## src/rtl/noc_pkg.sv

```systemverilog
// Shared constants for the NoC router: port indices, route modes and the
// helpers that locate the destination coordinate fields inside a flit.
package noc_pkg;

  localparam int P_X     = 0;
  localparam int P_Y     = 1;
  localparam int P_LOCAL = 2;
  localparam int NPORT   = 3;

  localparam int RM_XY = 0;
  localparam int RM_YX = 1;

  // Coordinates occupy the top of the flit: dest_x first, dest_y below it.
  function automatic int dest_x_msb(int dw);
    return dw - 1;
  endfunction

  function automatic int dest_y_msb(int dw, int cw);
    return dw - 1 - cw;
  endfunction

endpackage

```

## src/rtl/noc_sync_fifo.sv

```systemverilog
// Single-clock flit FIFO with a combinational head so routing can inspect
// the oldest entry in the same cycle it is popped.
module noc_sync_fifo #(
  parameter int DW    = 40,
  parameter int DEPTH = 8
) (
  input  logic          clk,
  input  logic          rst_n,
  input  logic          push_i,
  input  logic [DW-1:0] data_i,
  input  logic          pop_i,
  output logic          full_o,
  output logic          empty_o,
  output logic [DW-1:0] head_o
);

  localparam int AW = $clog2(DEPTH);

  logic [DW-1:0] mem_q [DEPTH];
  logic [AW-1:0] wr_ptr_q, rd_ptr_q;
  logic [AW:0]   count_q;
  logic          do_push, do_pop;

  assign full_o  = (count_q == (AW+1)'(DEPTH));
  assign empty_o = (count_q == '0);
  assign do_push = push_i && !full_o;
  assign do_pop  = pop_i && !empty_o;
  assign head_o  = mem_q[rd_ptr_q];

  always_ff @(posedge clk) begin
    if (do_push) mem_q[wr_ptr_q] <= data_i;
  end

  always_ff @(posedge clk) begin
    if (!rst_n) begin
      wr_ptr_q <= '0;
      rd_ptr_q <= '0;
      count_q  <= '0;
    end else begin
      if (do_push) wr_ptr_q <= wr_ptr_q + 1'b1;
      if (do_pop)  rd_ptr_q <= rd_ptr_q + 1'b1;
      case ({do_push, do_pop})
        2'b10:   count_q <= count_q + 1'b1;
        2'b01:   count_q <= count_q - 1'b1;
        default: count_q <= count_q;
      endcase
    end
  end

endmodule

```

## src/rtl/noc_router_core.sv

```systemverilog
// Three-port dimension-ordered router: per-input FIFOs, per-output round-robin
// arbiters and a registered output stage with independent valid/ready per port.
module noc_router_core
  import noc_pkg::*;
#(
  parameter int DW         = 40,
  parameter int DEPTH      = 8,
  parameter int COORD_W    = 2,
  parameter int ROUTE_MODE = 0,
  parameter int CNT_W      = 16
) (
  input  logic                 clk,
  input  logic                 rst_n,
  input  logic [COORD_W-1:0]   cur_x,
  input  logic [COORD_W-1:0]   cur_y,
  input  logic [2:0]           in_valid,
  input  logic [3*DW-1:0]      in_data,
  output logic [2:0]           in_ready,
  output logic [2:0]           out_valid,
  output logic [3*DW-1:0]      out_data,
  input  logic [2:0]           out_ready,
  input  logic                 cnt_clr,
  output logic [3*CNT_W-1:0]   conflict_cnt
);

  localparam int XM = dest_x_msb(DW);
  localparam int YM = dest_y_msb(DW, COORD_W);

  logic [NPORT-1:0] fifo_full, fifo_empty, push, pop, can_load;
  logic [DW-1:0]    head [NPORT];
  logic [1:0]       route [NPORT];
  logic [NPORT-1:0] req [NPORT];
  logic [NPORT-1:0] gnt_any;
  logic [1:0]       gnt_idx [NPORT];

  logic [NPORT-1:0] out_valid_q, out_valid_d;
  logic [DW-1:0]    out_data_q [NPORT];
  logic [DW-1:0]    out_data_d [NPORT];
  logic [1:0]       ptr_q [NPORT];
  logic [1:0]       ptr_d [NPORT];
  logic [CNT_W-1:0] cnt_q [NPORT];
  logic [CNT_W-1:0] cnt_d [NPORT];

  for (genvar gi = 0; gi < NPORT; gi++) begin : g_in
    logic x_diff, y_diff;

    noc_sync_fifo #(.DW(DW), .DEPTH(DEPTH)) u_fifo (
      .clk     (clk),
      .rst_n   (rst_n),
      .push_i  (push[gi]),
      .data_i  (in_data[gi*DW +: DW]),
      .pop_i   (pop[gi]),
      .full_o  (fifo_full[gi]),
      .empty_o (fifo_empty[gi]),
      .head_o  (head[gi])
    );

    assign in_ready[gi] = !fifo_full[gi];
    assign push[gi]     = in_valid[gi] && !fifo_full[gi];
    assign x_diff       = (head[gi][XM -: COORD_W] != cur_x);
    assign y_diff       = (head[gi][YM -: COORD_W] != cur_y);

    if (ROUTE_MODE == RM_YX) begin : g_yx
      assign route[gi] = y_diff ? 2'(P_Y) : (x_diff ? 2'(P_X) : 2'(P_LOCAL));
    end else begin : g_xy
      assign route[gi] = x_diff ? 2'(P_X) : (y_diff ? 2'(P_Y) : 2'(P_LOCAL));
    end
  end

  for (genvar gi = 0; gi < NPORT; gi++) begin : g_out
    assign can_load[gi]                    = !out_valid_q[gi] || out_ready[gi];
    assign out_data[gi*DW +: DW]           = out_data_q[gi];
    assign conflict_cnt[gi*CNT_W +: CNT_W] = cnt_q[gi];
  end

  assign out_valid = out_valid_q;

  // Search starts one past the last winner, so the previous winner ranks last.
  always_comb begin
    logic [1:0] idx;
    idx = '0;
    pop = '0;
    for (int o = 0; o < NPORT; o++) begin
      gnt_any[o] = 1'b0;
      gnt_idx[o] = ptr_q[o];
      for (int p = 0; p < NPORT; p++) begin
        req[o][p] = can_load[o] && !fifo_empty[p] && (route[p] == 2'(o));
      end
      for (int k = 1; k <= NPORT; k++) begin
        idx = 2'((int'(ptr_q[o]) + k) % NPORT);
        if (!gnt_any[o] && req[o][idx]) begin
          gnt_any[o] = 1'b1;
          gnt_idx[o] = idx;
        end
      end
      if (gnt_any[o]) pop[gnt_idx[o]] = 1'b1;
    end
  end

  always_comb begin
    for (int o = 0; o < NPORT; o++) begin
      out_valid_d[o] = out_valid_q[o];
      out_data_d[o]  = out_data_q[o];
      ptr_d[o]       = ptr_q[o];
      cnt_d[o]       = cnt_q[o];
      if (gnt_any[o]) begin
        out_valid_d[o] = 1'b1;
        out_data_d[o]  = head[gnt_idx[o]];
        ptr_d[o]       = gnt_idx[o];
      end else if (out_ready[o]) begin
        out_valid_d[o] = 1'b0;
      end
      if (cnt_clr) begin
        cnt_d[o] = '0;
      end else if (($countones(req[o]) >= 2) && (cnt_q[o] != {CNT_W{1'b1}})) begin
        cnt_d[o] = cnt_q[o] + 1'b1;
      end
    end
  end

  always_ff @(posedge clk) begin
    if (!rst_n) begin
      out_valid_q <= '0;
      for (int o = 0; o < NPORT; o++) begin
        out_data_q[o] <= '0;
        ptr_q[o]      <= 2'd2;
        cnt_q[o]      <= '0;
      end
    end else begin
      out_valid_q <= out_valid_d;
      for (int o = 0; o < NPORT; o++) begin
        out_data_q[o] <= out_data_d[o];
        ptr_q[o]      <= ptr_d[o];
        cnt_q[o]      <= cnt_d[o];
      end
    end
  end

endmodule

```

## config.mk

```make
export PLATFORM = sky130hd
export DESIGN_NAME = noc_router_core
export DESIGN_NICKNAME = d
export VERILOG_FILES = /design/src/rtl/noc_pkg.sv /design/src/rtl/noc_sync_fifo.sv /design/src/rtl/noc_router_core.sv
export SDC_FILE = /design/constraint.sdc
export NUM_CORES = 1
export LEC_CHECK = 0
export CAP_MARGIN = 20
export CELL_PAD_IN_SITES_DETAIL_PLACEMENT = 1
export CELL_PAD_IN_SITES_GLOBAL_PLACEMENT = 1
export CORE_MARGIN = 1
export CORE_UTILIZATION = 45
export CTS_CLUSTER_SIZE = 24
export DETAILED_ROUTE_END_ITERATION = 10
export GPL_ROUTABILITY_DRIVEN = 0
export PLACE_DENSITY = 0.72
export SYNTH_ARGS = -nofsm -noshare
export SYNTH_HDL_FRONTEND = slang
export SYNTH_HIERARCHICAL = 1
export SYNTH_SLANG_ARGS = --single-unit
```

## constraint.sdc

```tcl
create_clock -name clk -period 5.5 [get_ports clk]
set_input_delay 0.825 -clock clk [delete_from_list [all_inputs] [get_ports clk]]
set_output_delay 0.825 -clock clk [all_outputs]
set_load 0.005 [all_outputs]
```

==> results of run 1 <==
[how the worst min path moves through the flow]
stage | startpoint | endpoint | cells after the start
6_report | out_data_q[0][82] | out_data_q[0][82] | 2
3_3_place_gp | out_data_q[0][44] | out_data_q[0][44] | 2
3_5_place_dp | out_data_q[0][77] | out_data_q[0][77] | 2
5_1_grt | out_data_q[0][77] | out_data_q[0][77] | 2
2_1_floorplan | g_in[0].u_fifo/count_q[3] | g_in[0].u_fifo/count_q[3] | 2
4_1_cts | out_data_q[0][46] | out_data_q[0][46] | 2
[where the power goes]
part	switching, mW	internal [mW]	leakage [nW]
logic	7.22	4.49	5.91
clock network	3.46	4.90	1.96
registers	0.775	10.7	10.5
[sequential cells by signal (all words and copies together) (netlist names), named ones only]
signal / count
g_in.u_fifo/rd_ptr_q: 9
ptr_q: 6
cnt_q: 48
g_in.u_fifo/count_q: 12
g_in.u_fifo/mem_q: 960
out_data_q: 120
out_valid: 3
g_in.u_fifo/wr_ptr_q: 9
[per-stage QoR]
stage          util (%)  setup TNS [ps]  setup slack (ps)  power (mW)
2_1_floorplan         -               0               225        18.5
3_3_place_gp       49.9               0               237        22.6
3_5_place_dp       49.9           -56.3             -36.8        23.0
4_1_cts            53.8               0              12.3        31.4
5_1_grt            53.9           -10.8             -10.8        32.6
6_report           53.9               0               249        31.5
[cell usage in the layout, fill, tap and decap left out, types with 9 or more instances in the layout]
master	instances
edfxtp_1	960
clkdlybuf4s50_1	305
mux4_2	240
dfxtp_1	207
nand3_1	192
nand2_1	127
clkbuf_16	120
mux2_2	120
mux2i_1	93
o221ai_1	72
a21oi_1	70
o21ai_0	65
buf_4	65
nor2_1	52
a31oi_1	45
xor2_1	38
inv_1	30
clkbuf_1	27
xnor2_1	26
ha_1	26
clkinv_1	22
and2_1	21
clkinv_2	18
bufinv_16	17
nand2b_1	15
nor2b_1	14
nor3_2	13
nand4_1	12
or3_1	12
and3_1	11
a211o_1	10
nor2_4	10
nor3_1	9
[logic make-up after synthesis]
family / Yosys count
buffers and inverters: 207
adder cells (fa/ha/maj): 30
XOR/XNOR: 68
AO/OA/AOI/OAI: 332
multiplexers: 455
AND/OR/NAND/NOR: 538
flip-flops: 1176
[final cells by class]
cell class | count | area, um2 | area share [%]
flip-flops and latches | 1176 | 33200 | 58.5
well taps | 1391 | 1740 | 3.07
multi-input cells | 1423 | 14000 | 24.7
inverters | 30 | 113 | 0.198
clock buffers | 153 | 3190 | 5.62
diodes | 2 | 5.00 | 0.00882
clock inverters | 75 | 858 | 1.51
repair buffers | 377 | 3640 | 6.42
[routing by layer]
metal | track usage (%) | up-vias | routed length [um]
li1 | - | 11924 | -
met1 | 34.5 | 14896 | 56700
met2 | 42.1 | 1141 | 67400
met3 | 5.70 | 229 | 10900
met4 | 7.10 | 18 | 3670
met5 | 0 | - | 128
[worst register-to-register path, cell delays in order (launching register included)]
cell and delay (ps):
dfxtp_4 510, mux4_2 560, mux2_2 360, xnor2_2 280
and3b_2 350, nand2_1 180, nand4_1 230, nand3b_1 100
a222oi_1 360, buf_4 200, nand2_1 80, o211ai_1 300
o41a_1 280, ha_2 260, xor2_1 180, ha_1 170
a21oi_1 50, xor2_1 170, or3_1 300, a21boi_0 200
[timing repair]
action / 4_1_cts / 5_1_grt
endpoints found under the setup margin: 2 / 4
pin swaps: 0 / 1
gates resized for setup: 2 / 12
buffers inserted: 0 / 10
==> impl_metrics.csv, run 1 <==
group,metric,value,unit
synth,synthCells,2806,
job,drv_cap,0,
critical_path,r2r-end,"g_in[2].u_fifo/count_q[2]",
routing,route.detailed.drc,0,
clocking,tritoncts,"built",
synth,netlist_area,47800,um2
clocking,cts_max_path_buffers,3,
die,core_area,105000,um2
synth,synth_top_family_by_area,"multiplexers",
sta,slew-limit-headroom,29.3,%
synth,yosysMostFrequentCell,"edfxtp_1",
synth,synth_seq_area_share,69.4,%
critical_path,cp.arrival,5860,ps
sta,hold_slack,506,ps
clocking,cts_root_buffer,"clkbuf_16",
synth,synth_xor_area_share,1.25,%
synth,ys_seq_elements,1176,
synth,synth_flop_cell,"edfxtp_1",
critical_path,cpPeakStageDelay,550,ps
sta,fin_crit,5250,ps
synth,muxShareOfSynthArea,16.2,%
place,post-dp-hpwl,87.7,mm
critical_path,ff2ff_setup_slack,250,ps
routing,vias,28208,
routing,final_antenna_net_count,0,
synth,synth_area_leaders,"edfxtp_1 (60%), mux4_2 (11%), dfxtp_1 (9.1%), mux2_2 (2.8%), nand3_1 (2.1%)",
power_and_ir_drop,peakVddDrop,829,uV
layout,final_cells,4627,
layout,n_fill_cell,9627,
synth,synth_common_cells,"edfxtp_1 (960), mux4_2 (240), dfxtp_1 (216)",
layout,drive_above_1_share,21.3,%
synth,yosys.cell_types.count,72,
routing,wl,139,mm
synth,synth-edff-count,960,
clocking,htreeDepth,3,
die,rows,119,
critical_path,start_kind,"register",
global_route,grt_usage,25.7,%
sta,final_max_slew_viol_count,0,
synth,synth_compound_area_share,4.83,%
global_route,grt_max_degree,150,
global_route,grt_pass1_wl,202,mm
routing,via_per_inst,6.10,
clocking,clk_pin_slew_worst_paths,60,ps
routing,wl_per_cell,30.0,um
critical_path,worstSetupEndpointType,"register",
die,start_util,45.4,%
global_route,grt_pass1_vias,29201,
routing,drt_pass1_iterations,5,
critical_path,critPathTopFamily,"simple AND/OR/NAND/NOR gates",
routing,drt_iter0_markers,2434,
place,dp_cells,4386,
clocking,clock-sinks,1176,
die,die_y,328,um
layout,areaGrowthSynthToFinish,18.8,%
synth,synthArstFlopShare,0,%
sta,setup_viol,0,
power_and_ir_drop,pwr_density_cell,556,nW/um2
synth,syn_avg_cell_area,17.0,um2
min_path,hold_class,"reg -> reg",
critical_path,cp_cell_sequence,"mux4_2 -> mux2_2 -> xnor2_2 -> and3b_2 -> nand2_1 -> nand4_1 -> nand3b_1 -> a222oi_1 -> buf_4 -> nand2_1 -> o211ai_1 -> o41a_1 -> ha_2 -> xor2_1 -> ha_1 -> a21oi_1 -> xor2_1 -> or3_1 -> a21boi_0",
layout,nets,3288,
global_route,antenna_found_initial,11,
critical_path,crit_buf_inv,1,
place,numPortBuffers,306,
sta,worst_pin_slew,1060,ps
power_and_ir_drop,p_leak,18.4,nW
critical_path,cp_slowest_cell,"mux4_2",
clocking,clk-insertion-delay-late,720,ps
sta,period_share,95.5,%
sta,timing.fmax,190,MHz
synth,yosys.area_share.simple,5.68,%
sta,finalClockSkew,42.2,ps
critical_path,cp.required,6110,ps
synth,synth_nets,2966,
critical_path,worst-path-stages,19,
status,status,"complete, no violations",
global_route,overflow,0,
critical_path,rr_worst_depth,19,
synth,synth_adder_area_share,0.770,%
die,num_io_pins,307,
clocking,cts_buffers,120,
critical_path,endpoint,"g_in[2].u_fifo/count_q[2]",
synth,synth.top_cell.area_share,60.3,%
critical_path,crit_type,"reg -> reg",
die,die_x,328,um
sta,hold_viol_final,0,
die,die-area,107000,um2
critical_path,worstPathMaxFanout,13,
synth,ys_warn_count,6,
clocking,hold_buffers,0,
synth,synth_area_leader_cell,"edfxtp_1",
place,placed_area,52600,um2
layout,fin_area,56800,um2
Note: power is estimated with default switching activity, not from simulation.
==> inputs of run 2 (changes only) <==
==> constraint.sdc (replaced) <==
create_clock -name clk -period 4.5 [get_ports clk]
set_input_delay 0.675 -clock clk [delete_from_list [all_inputs] [get_ports clk]]
set_output_delay 0.675 -clock clk [all_outputs]
set_load 0.005 [all_outputs]
==> impl_metrics.csv, run 2 (synthesis gave the netlist of run 1 again) <==
group,metric,value,unit
status,status,"finished with violations",
status,violations,"negative setup slack",
routing,wl,140,mm
die,die_x,328,um
clocking,hold_buffers,0,
critical_path,crit_type,"reg -> reg",
layout,fin_area,57800,um2
sta,hold_viol_final,0,
layout,final_common_cell,"edfxtp_1",
die,rows,119,
power_and_ir_drop,p_leak,18.9,nW
routing,drt_iter0_markers,2473,
critical_path,cp_cell_sequence,"buf_6 -> mux4_2 -> mux2_4 -> xnor2_2 -> and3b_2 -> nand4_1 -> nand4_1 -> nand3b_1 -> a222oi_1 -> nand2_1 -> o211ai_1 -> o41a_1 -> ha_2 -> xor2_1 -> ha_2 -> a21oi_2 -> xor2_1 -> or3_1 -> a21boi_1",
place,dp_cells,4478,
layout,multi_input_area,14400,um2
layout,final_cell_mix,"edfxtp_1 (960), clkdlybuf4s50_1 (305), mux4_2 (240), dfxtp_1 (207), nand3_1 (191)",
sta,rsz0062_at_grt,"yes",
place,post-dp-hpwl,88.1,mm
die,start_util,45.4,%
critical_path,critPathTopFamily,"simple AND/OR/NAND/NOR gates",
critical_path,start_kind,"register",
sta,setup_viol,10,
routing,via_per_inst,6.04,
clocking,cts_max_path_buffers,3,
clocking,clock-sinks,1176,
routing,vias,28566,
layout,drive_above_1_share,25.0,%
clocking,tritoncts,"built",
place,numPortBuffers,306,
global_route,antenna_found_initial,15,
clocking,clk_pin_slew_worst_paths,60,ps
global_route,grt_pass1_vias,30159,
routing,drt_pass1_iterations,7,
layout,n_fill_cell,9646,
sta,worst_pin_slew,1010,ps
layout,largest_register_ffs,960,
die,core_area,105000,um2
global_route,grt_max_degree,141,
die,die-area,107000,um2
min_path,hold_class,"reg -> reg",
sta,slew-limit-headroom,32.9,%
critical_path,cp.arrival,5480,ps
layout,final_cells,4728,
sta,fin_ws,-351,ps
layout,fin_util,55.0,%
critical_path,cp_slowest_cell,"mux4_2",
critical_path,cpPeakStageDelay,480,ps
clocking,cts_root_buffer,"clkbuf_16",
sta,finalSetupTns,-1920,ps
layout,areaGrowthSynthToFinish,21.1,%
sta,finalClockSkew,55.0,ps
place,placed_area,53400,um2
clocking,htreeDepth,3,
routing,wl_per_cell,29.6,um
sta,fin_crit,4850,ps
clocking,clk-insertion-delay-late,720,ps
sta,final_max_slew_viol_count,0,
global_route,grt_usage,26.1,%
global_route,grt_pass1_wl,205,mm
job,drv_cap,0,
critical_path,crit_buf_inv,1,
power_and_ir_drop,finalPower,39.2,mW
critical_path,worstPathMaxFanout,5,
sta,period_share,108,%
sta,timing.fmax,206,MHz
die,num_io_pins,307,
die,die_y,328,um
critical_path,ff2ff_setup_slack,-350,ps
routing,route.detailed.drc,0,
clocking,cts_buffers,118,
global_route,overflow,0,
power_and_ir_drop,peakVddDrop,1060,uV
critical_path,cp.required,5130,ps
layout,regMostFlops,"g_in.u_fifo/mem_q",
critical_path,worstSetupEndpointType,"register",
layout,nets,3395,
routing,final_antenna_net_count,0,
power_and_ir_drop,pwr_density_cell,678,nW/um2
layout,seq_area,33200,um2
layout,largest_registers,"g_in.u_fifo/mem_q (960), out_data_q (120), cnt_q (48)",
run 2: changes by cell type in the layout (fill, tap and decap cells not counted), sizes merged:
cell,before,now
and3b,3,4
clkbuf,154,150
diode,2,1
clkinvlp,6,9
clkinv,45,47
inv,37,35
buf,71,179
bufinv,17,11
run 2: final cells by class:
class	instances	area share, %
timing repair buffer	485	7.95
multi-input combinational	1424	24.8
inverter	30	0.199
tap	1391	3.01
clock buffer	149	5.46
sequential	1176	57.4
antenna	1	0.00433
clock inverter	72	1.21
run 2: worst paths after layout:
check	depth (start not counted)	start	end
worst max-delay path	19	register	g_in[0].u_fifo/count_q[2]
worst min-delay path	2	out_data_q[0][118]	out_data_q[0][118]
worst max register to register	19	register	g_in[0].u_fifo/count_q[2]
worst min register to register	2	out_data_q[0][118]	out_data_q[0][118]
run 2: report_power, final:
group | internal, mW | switching [mW]
clock | 5.60 | 4.19
sequential | 13.1 | 0.901
combinational | 6.33 | 9.11
total | 25.0 | 14.2
run 2: per-stage QoR:
step | hold WS, ps | worst slack (ps)
after detailed placement | 483 | -307
final | 497 | -351
after CTS | 504 | -163
after global placement | 479 | -134
after global routing | 531 | -535
after floorplan | 464 | -445
run 2: timing repair:
action	CTS	global route
resized for setup	55	21
setup buffers	24	5
pin swaps	21	21
cloned	1	0
setup endpoints to repair	12	75
run 2: metal layers:
layer	part of all wire, %	track usage, %
met5	0.12	0
met4	3.4	8.84
met3	7.5	6.01
met2	48	42.8
met1	41	34.2
run 2: worst register-to-register path: cells and delay by family (launching register included):
| kind | cells | cell delay [ps] |
|---|---|---|
| adders and majority gates | 2 | 400 |
| and+or+nand+nor | 6 | 1350 |
| buffers and inverters | 1 | 130 |
| muxes | 2 | 810 |
| DFF | 1 | 390 |
| xor gates and xnor gates | 3 | 480 |
| AOI/OAI and AO/OA | 5 | 1220 |
